$ cat config.mk
export PLATFORM = sky130hd
export DESIGN_NAME = level_led_sequencer
export DESIGN_NICKNAME = d
export VERILOG_FILES = /design/src/rtl/level_led_sequencer.sv
export SDC_FILE = /design/constraint.sdc
export NUM_CORES = 1
export LEC_CHECK = 0
export ABC_AREA = 1
export CORE_UTILIZATION = 54
export DETAILED_ROUTE_END_ITERATION = 7
export PLACE_DENSITY = 0.79
export SLEW_MARGIN = 20
export SYNTH_ARGS = -nofsm -noshare
export SYNTH_HDL_FRONTEND = slang
export SYNTH_SLANG_ARGS = --single-unit
$ cat constraint.sdc
create_clock -name clk -period 1.7 [get_ports clk]
set_clock_uncertainty 0.05 [all_clocks]
set_input_delay 0.34 -clock clk [delete_from_list [all_inputs] [get_ports clk]]
set_output_delay 0.34 -clock clk [all_outputs]
set_load 0.02 [all_outputs]
$ cat src/rtl/level_led_sequencer.sv
// rtl/level_led_sequencer.sv - level LED display with flash, chase and blink effects
// One registered FSM drives the LEDs from the captured level or the current effect.
module level_led_sequencer #(
  parameter int NUM_LEDS    = 4,
  parameter int LEVEL_W     = 4,
  parameter int MAX_LEVEL   = 8,
  parameter int BLINK_DIV   = 4,
  parameter int FLASH_COUNT = 3
) (
  input  logic                clk,
  input  logic                rst_n,
  input  logic                tick,
  input  logic [LEVEL_W-1:0]  curr_level,
  input  logic                level_load,
  input  logic                win,
  input  logic                lose,
  input  logic                clear,
  output logic [NUM_LEDS-1:0] led,
  output logic                busy
);

  localparam int PW = (BLINK_DIV > 1) ? $clog2(BLINK_DIV) : 1;
  localparam int FW = $clog2(FLASH_COUNT + 1);
  localparam logic [PW-1:0] STEP_LAST  = PW'(BLINK_DIV - 1);
  localparam logic [FW-1:0] FLASH_LAST = FW'(FLASH_COUNT);

  typedef enum logic [1:0] {SHOW, FLASH, WIN, LOSE} state_t;

  function automatic logic [NUM_LEDS-1:0] err_pattern();
    logic [NUM_LEDS-1:0] p;
    for (int i = 0; i < NUM_LEDS; i++) p[i] = ((i % 2) == ((NUM_LEDS - 1) % 2));
    return p;
  endfunction

  function automatic logic [NUM_LEDS-1:0] disp(input logic [LEVEL_W-1:0] l);
    int lv;
    lv = int'(l);
    if (lv >= 1 && lv <= MAX_LEVEL) return NUM_LEDS'(l);
    return err_pattern();
  endfunction

  state_t              state_q, state_d;
  logic [LEVEL_W-1:0]  lvl_q, lvl_d;
  logic [PW-1:0]       phase_cnt_q, phase_cnt_d;
  logic [FW-1:0]       flash_cnt_q, flash_cnt_d;
  logic                phase_q, phase_d;
  logic [NUM_LEDS-1:0] led_q, led_d;
  logic                busy_q, busy_d;
  logic                step;
  logic                run;

  always_comb begin
    state_d     = state_q;
    lvl_d       = level_load ? curr_level : lvl_q;
    phase_cnt_d = phase_cnt_q;
    flash_cnt_d = flash_cnt_q;
    phase_d     = phase_q;
    led_d       = led_q;
    step        = tick && (phase_cnt_q == STEP_LAST);
    run         = 1'b0;

    // Strobe priority; a strobe that would re-enter the current effect just lets it run on.
    if (lose) begin
      if (state_q != LOSE) begin
        state_d     = LOSE;
        led_d       = '1;
        phase_cnt_d = '0;
      end else begin
        run = 1'b1;
      end
    end else if (win && state_q != LOSE) begin
      if (state_q != WIN) begin
        state_d     = WIN;
        led_d       = NUM_LEDS'(1);
        phase_cnt_d = '0;
      end else begin
        run = 1'b1;
      end
    end else if (clear) begin
      state_d     = SHOW;
      led_d       = disp(lvl_d);
      phase_cnt_d = '0;
    end else if (level_load && (state_q == SHOW || state_q == FLASH)) begin
      state_d     = FLASH;
      led_d       = disp(lvl_d);
      phase_cnt_d = '0;
      flash_cnt_d = '0;
      phase_d     = 1'b1;
    end else begin
      run = 1'b1;
    end

    if (run) begin
      if (tick) phase_cnt_d = step ? '0 : phase_cnt_q + 1'b1;
      case (state_q)
        SHOW: led_d = disp(lvl_d);
        FLASH: begin
          if (step) begin
            phase_d = ~phase_q;
            if (!phase_q) flash_cnt_d = flash_cnt_q + 1'b1;
          end
          if (phase_d && flash_cnt_d == FLASH_LAST) begin
            state_d = SHOW;
            led_d   = disp(lvl_d);
          end else begin
            led_d = phase_d ? disp(lvl_d) : '0;
          end
        end
        WIN:  if (step) led_d = {led_q[NUM_LEDS-2:0], led_q[NUM_LEDS-1]};
        LOSE: if (step) led_d = ~led_q;
      endcase
    end

    busy_d = (state_d != SHOW);
  end

  always_ff @(posedge clk or negedge rst_n) begin
    if (!rst_n) begin
      state_q     <= SHOW;
      lvl_q       <= '0;
      phase_cnt_q <= '0;
      flash_cnt_q <= '0;
      phase_q     <= 1'b1;
      led_q       <= '0;
      busy_q      <= 1'b0;
    end else begin
      state_q     <= state_d;
      lvl_q       <= lvl_d;
      phase_cnt_q <= phase_cnt_d;
      flash_cnt_q <= flash_cnt_d;
      phase_q     <= phase_d;
      led_q       <= led_d;
      busy_q      <= busy_d;
    end
  end

  assign led  = led_q;
  assign busy = busy_q;

endmodule

# ---- After elaboration in Yosys (flattened, before gate mapping)
# Cells that the tools add are included.
dict set report classes {
  n_addsub 2
  n_eq_ne 7
  muxes 78
  reduce_logical 8
  order_cmp 2
  bitwise_logic 2
}
# op count
set ops {}
lappend ops {{4-bit two-way mux} 18}
lappend ops {{2-bit two-way mux} 28}
lappend ops {{1-bit two-way mux} 31}
lappend ops {{4-bit case mux with 4 select lines} 1}
lappend ops {{2-bit equality test, second input constant} 4}
lappend ops {{1-bit logical AND} 5}
lappend ops {{2-bit by 1-bit adder with 2-bit output, second input constant} 2}
lappend ops {{4-bit by 1-bit >= comparator with 1-bit output, second input constant} 1}
lappend ops {{4-bit less-or-equal comparator, second input constant} 1}
lappend ops {{2-bit != test, second input constant} 2}
lappend ops {{4-bit NOT} 1}
lappend ops {{2-bit by 1-bit equality test with 1-bit output, second input constant} 1}
lappend ops {{2-bit zero test} 1}
lappend ops {{2-bit nonzero test} 1}
lappend ops {{1-bit logical OR} 1}
lappend ops {{1-bit NOT} 1}
dict set report totals {
  input_bits 11
  output_inout_bits 5
  regBits 16
  elab_cells 106
}

# ---- Depth between registers and ports, before layout
dict set report depth {
  depth_word 21
  mapped_depth 13
  depth_no_buf 13
}

# ---- Least setup slack after synthesis
# No wires, ideal clock.
dict set report synth_path {
  path_kind {flip-flop to flip-flop}
  startpoint {reg state_q[1]}
  endpoint {reg busy_q (netlist: busy)}
  setup_ns 0.126
  required_ns 1.524
  path_stages_with_launch 9
  slack_ns 0.188
  path_buffers 0
  arrival_time_ns 1.336
  synth_period_minus_slack_ns 1.512
  cell_sequence {dfrtp_1 -> nand2_2 -> nand2_4 -> nand2_4 -> o21ai_4 -> nor4_4 -> nand3_1 -> nand2_1 -> nand3_2}
}
dict set report synth_between {
  elab_chain_cells 17
  word_cells_on_any_way 40
  cone_classes {4 x eq/ne; 30 x mux; 6 x reduce/logical}
}
# item line_no
set synth_lines {}
lappend synth_lines {{start: declaration} 42} ;# state_t state_q, state_d;
lappend synth_lines {{start signal: assignment} 127} ;# state_q <= state_d;
lappend synth_lines {{2-bit by 1-bit equality test with 1-bit output / 2-bit zero test (equally long branches)} {83, 95}}
lappend synth_lines {{1-bit logical OR} 83} ;# end else if (level_load && (state_q == SHOW || state_q == FLASH)) begin
lappend synth_lines {{1-bit logical AND} 83}
lappend synth_lines {{2-bit two-way mux} 83}
lappend synth_lines {{2-bit two-way mux} 79} ;# end else if (clear) begin
lappend synth_lines {{2-bit two-way mux} 71} ;# end else if (win && state_q != LOSE) begin
lappend synth_lines {{2-bit two-way mux} 63} ;# if (lose) begin
lappend synth_lines {{2-bit two-way mux} 100} ;# if (!phase_q) flash_cnt_d = flash_cnt_q + 1'b1;
lappend synth_lines {{(+2 left out)} n/a}
lappend synth_lines {{2-bit two-way mux} 93} ;# if (run) begin
lappend synth_lines {{2-bit equality test} 102} ;# if (phase_d && flash_cnt_d == FLASH_LAST) begin
lappend synth_lines {{1-bit logical AND} 102}
lappend synth_lines {{2-bit two-way mux} 102}
lappend synth_lines {{2-bit two-way mux} 95} ;# case (state_q)
lappend synth_lines {{2-bit two-way mux (*)} 93}
lappend synth_lines {{2-bit nonzero test (*)} 114} ;# busy_d = (state_d != SHOW);
lappend synth_lines {{named net busy_d} 48} ;# logic busy_q, busy_d;
lappend synth_lines {{end signal: assignment} 133} ;# busy_q <= busy_d;
lappend synth_lines {{end: declaration} 48}
# Mark *: on every way through the listed nets, which the timed path passes. The rest lies on a longest branch. The select of a mux whose other input is x is not followed.

# ---- Worst setup path after layout
dict set report layout_path {
  startpoint {reg phase_cnt_q[1]}
  endpoint {reg led_q[0] (netlist: led[0])}
}
dict set report layout_between {
  elab_chain_cells 10
  word_cells_on_any_way 16
  cone_classes {2 x eq/ne; 12 x mux; 2 x reduce/logical}
}
# item line_no
set layout_lines {}
lappend layout_lines {{start: declaration} 44} ;# logic [PW-1:0] phase_cnt_q, phase_cnt_d;
lappend layout_lines {{start signal: assignment} 129} ;# phase_cnt_q <= phase_cnt_d;
lappend layout_lines {{2-bit equality test (*)} 59} ;# step = tick && (phase_cnt_q == STEP_LAST);
lappend layout_lines {{1-bit logical AND (*)} 59}
lappend layout_lines {{2-bit two-way mux} 98} ;# if (step) begin
lappend layout_lines {{2-bit two-way mux} 95}
lappend layout_lines {{2-bit two-way mux} 93}
lappend layout_lines {{2-bit equality test} 102}
lappend layout_lines {{1-bit logical AND} 102}
lappend layout_lines {{4-bit two-way mux} 102}
lappend layout_lines {{4-bit case mux with 4 select lines (*)} 95}
lappend layout_lines {{4-bit two-way mux (*)} 93}
lappend layout_lines {{named net led_d[0]} 47} ;# logic [NUM_LEDS-1:0] led_q, led_d;
lappend layout_lines {{end signal: assignment} 132} ;# led_q <= led_d;
lappend layout_lines {{end: declaration} 47}
# Marked as above.

==> flow_summary_export.csv <==
group,metric,value,unit
synth,synth-edff-count,0,
cells_and_area,fill_cells,158,
die,fp.coreArea,2040,µm²
synth,synth_top_family_by_area,"simple AND/OR/NAND/NOR gates",
global_routing,grt_overflow,0,
drt,vias,1305,
drt,drt_iter0_drc,47,
die,io_pins,16,
cells_and_area,fin_area,1590,µm²
drt,final_antenna_net_count,0,
cells_and_area,drive_gt1_share,18.6,%
timing,finalMaxSlewViolations,0,
drt,wl,3040,µm
critical_path,required,1.89,ns
die,die_w,49.8,µm
global_routing,grt_pass1_vias,1297,
synth,ys_warn_count,0,
clocking,clkSinkCount,16,
clocking,cts_tree,"done",
critical_path,cp-start-kind,"flop",
run,max_cap_violations,0,
synth,synth_compound_area_share,13.1,%
drt,vias_per_cell,5.16,
drt,wl_per_cell,12.0,µm
synth,synth_xor_area_share,0,%
die,row_count,16,
die,start_util,60.3,%
synth,synth.top_cells.by_count,"69 x nand2_1, 30 x inv_1, 15 x dfrtp_1, 15 x nand3_1, 13 x nor2_1",
clocking,cts_buffers,3,
global_routing,track_usage,28.7,%
timing,worst_pin_slew,0.242,ns
synth,synth-main-ff-cell,"dfrtp_1",
cells_and_area,nNetsFinal,239,
timing,fin_crit,1.62,ns
clocking,post_cts_buffers,0,
die,fp.dieH,49.8,µm
power,netSwitchingPower,478,µW
power,swShare,38.4,%
drt,drc,0,
cells_and_area,seqCellArea,402,µm²
global_routing,grt_pass1_wl,5400,µm
global_routing,antenna_found_initial,0,
clocking,htree_levels,1,
power,seq_power_share,38.9,%
clocking,clk_pin_slew,0.11,ns
power,power_density,785,nW/µm²
synth,synth.distinct_cells,26,
drt,dr.pass1.iters,4,
clocking,cts_max_path_buffers,2,
power,peakVddDrop,0.570,mV
synth,synth_seq_area_share,32.6,%
critical_path,arrival,1.81,ns
synth,syn-num-nets,200,
hold_path,hp-class,"input pin to async pin",
synth,synthArstFlopShare,100,%
synth,synth_cells,188,
timing,setup_slack,0.0838,ns
cells_and_area,final_util,77.8,%
synth,yosysTopAreaCell,"dfrtp_1",
timing,setup_viol,0,
synth,yosysMostFrequentCell,"nand2_1",
placed_design,pre_cts_ws,-0.314,ns
die,die_area,2480,µm²
status,status,"finished clean",
power,p_leak,0.000888,µW
synth,synth.avg_cell_area,6.55,µm²
placed_design,dpl_cell_area,1550,µm²
synth,synth_area_leaders,"dfrtp_1 30%, nand2_1 21%, inv_1 9.1%",
placed_design,port_buffers,15,
power,combPwrFrac,39.7,%
timing,slew_headroom,83.7,%
timing,period_share,95.1,%
clocking,cts_hold_buffers,0,
synth,synth-simple-area-share,40.5,%
cells_and_area,area_growth,29.0,%
critical_path,path_class,"flop to flop",
clocking,clock_latency,0.29,ns
synth,yosysTopAreaCellShare,30.5,%
clocking,cts_resized,4,
synth,synth-seq-cells,16,
critical_path,crit_fanout,4,
critical_path,endpoint_kind,"flop",
power,power,1250,µW
timing,grt_setup_unrepaired,"false",
synth,synth_area,1230,µm²
timing,hold_violations,0,
power,internal-power,769,µW
timing,final.setup.tns,0,ns
global_routing,grt_max_degree,17,
placed_design,place_hpwl,2400,µm
cells_and_area,multiInputGateArea,683,µm²
synth,synthMuxAreaShare,0.813,%
placed_design,place_congestion,0.890,
synth,synthAdderAreaFrac,1.02,%
clocking,clock-root-buffer,"clkbuf_4",
cells_and_area,diodes,0,
power,clock_power_share,21.4,%
timing,clock.fmax,0.619,GHz
-- power groups by stage --
stage                     registers [µW]  clock network [µW]  logic [µW]
final                                485                 267         495
after global routing                 492                 284         551
after CTS                            485                 267         492
after detailed placement             491                   0         503
after global placement               490                   0         484
after floorplan                      515                   0         279
-- cells in the final DEF, fill, tap and decap left out, drive strengths merged, types with 4 or more instances in the layout --
master and instances:
nand2 75, a21oi 8, clkdlybuf4s50 10, dfrtp 15, clkbuf 4, buf 21
nor2 13, o21ai 13, inv 34, nand3 17, dlygate4sd2 4
-- registers in the layout, indices dropped and copies added, names as in the netlist --
signal and flops:
phase_cnt_q 2, lvl_q 4, led 4, flash_cnt_q 2, busy 1, state_q 2
phase_q 1
-- per-layer routing --
| layer | vias up | GRT usage [%] | share of wire, % |
|---|---|---|---|
| met1 | 577 | 37.1 | 45 |
| met3 | 14 | 4.01 | 5.3 |
| met5 | - | 0 | 0 |
| li1 | 665 | - | - |
| met4 | 0 | 15.7 | 3.3 |
| met2 | 49 | 45.7 | 46 |
-- stage by stage --
| stage | hold slack [ns] | cells |
|---|---|---|
| after floorplan | -0.00559 | 188 |
| after global placement | 0.474 | 249 |
| after detailed placement | 0.476 | 249 |
| after CTS | 0.326 | 253 |
| after global routing | 0.331 | 253 |
| final | 0.312 | 253 |
-- worst max-delay path, cell delays in order (launching register included) --
cell and delay [ns]:
dfrtp_1 0.41, ha_1 0.21, nand2_1 0.10, inv_1 0.08, buf_4 0.14, nand2_1 0.05, nand3_1 0.07, nand2_1 0.16
nand3_1 0.10, nand2_1 0.09, nand2_1 0.05, nand2_1 0.06
-- final timing paths --
path                                           from                        to  slack [ns]  cells past startpoint
setup / recovery           phase_cnt_q[1]$_DFF_PN0_          led[0]$_DFF_PN0_        0.08                     11
hold / removal                                rst_n          led[0]$_DFF_PN0_        0.31                      2
setup reg to reg           phase_cnt_q[1]$_DFF_PN0_          led[0]$_DFF_PN0_        0.08                     11
hold reg to reg            phase_cnt_q[1]$_DFF_PN0_  phase_cnt_q[1]$_DFF_PN0_        0.51                      2
max in group asynchronous                     rst_n         phase_q$_DFF_PN1_        1.04                      2
min in group clk           phase_cnt_q[1]$_DFF_PN0_  phase_cnt_q[1]$_DFF_PN0_        0.51                      2
-- cells by family after synthesis --
logic type / after synthesis
AOI/OAI and AO/OA: 25
adders and majority gates: 1
buffers and inverters: 36
DFF: 16
muxes: 1
and+or+nand+nor: 109
-- area by class of cell --
cell class	count	area share, %
Tap cell	27	2.13
Timing Repair Buffer	36	19.2
Sequential cell	16	25.3
Inverter	34	8.04
Multi-Input combinational cell	136	43.0
Clock buffer	4	2.29
Power figures use the tool's default switching activity.
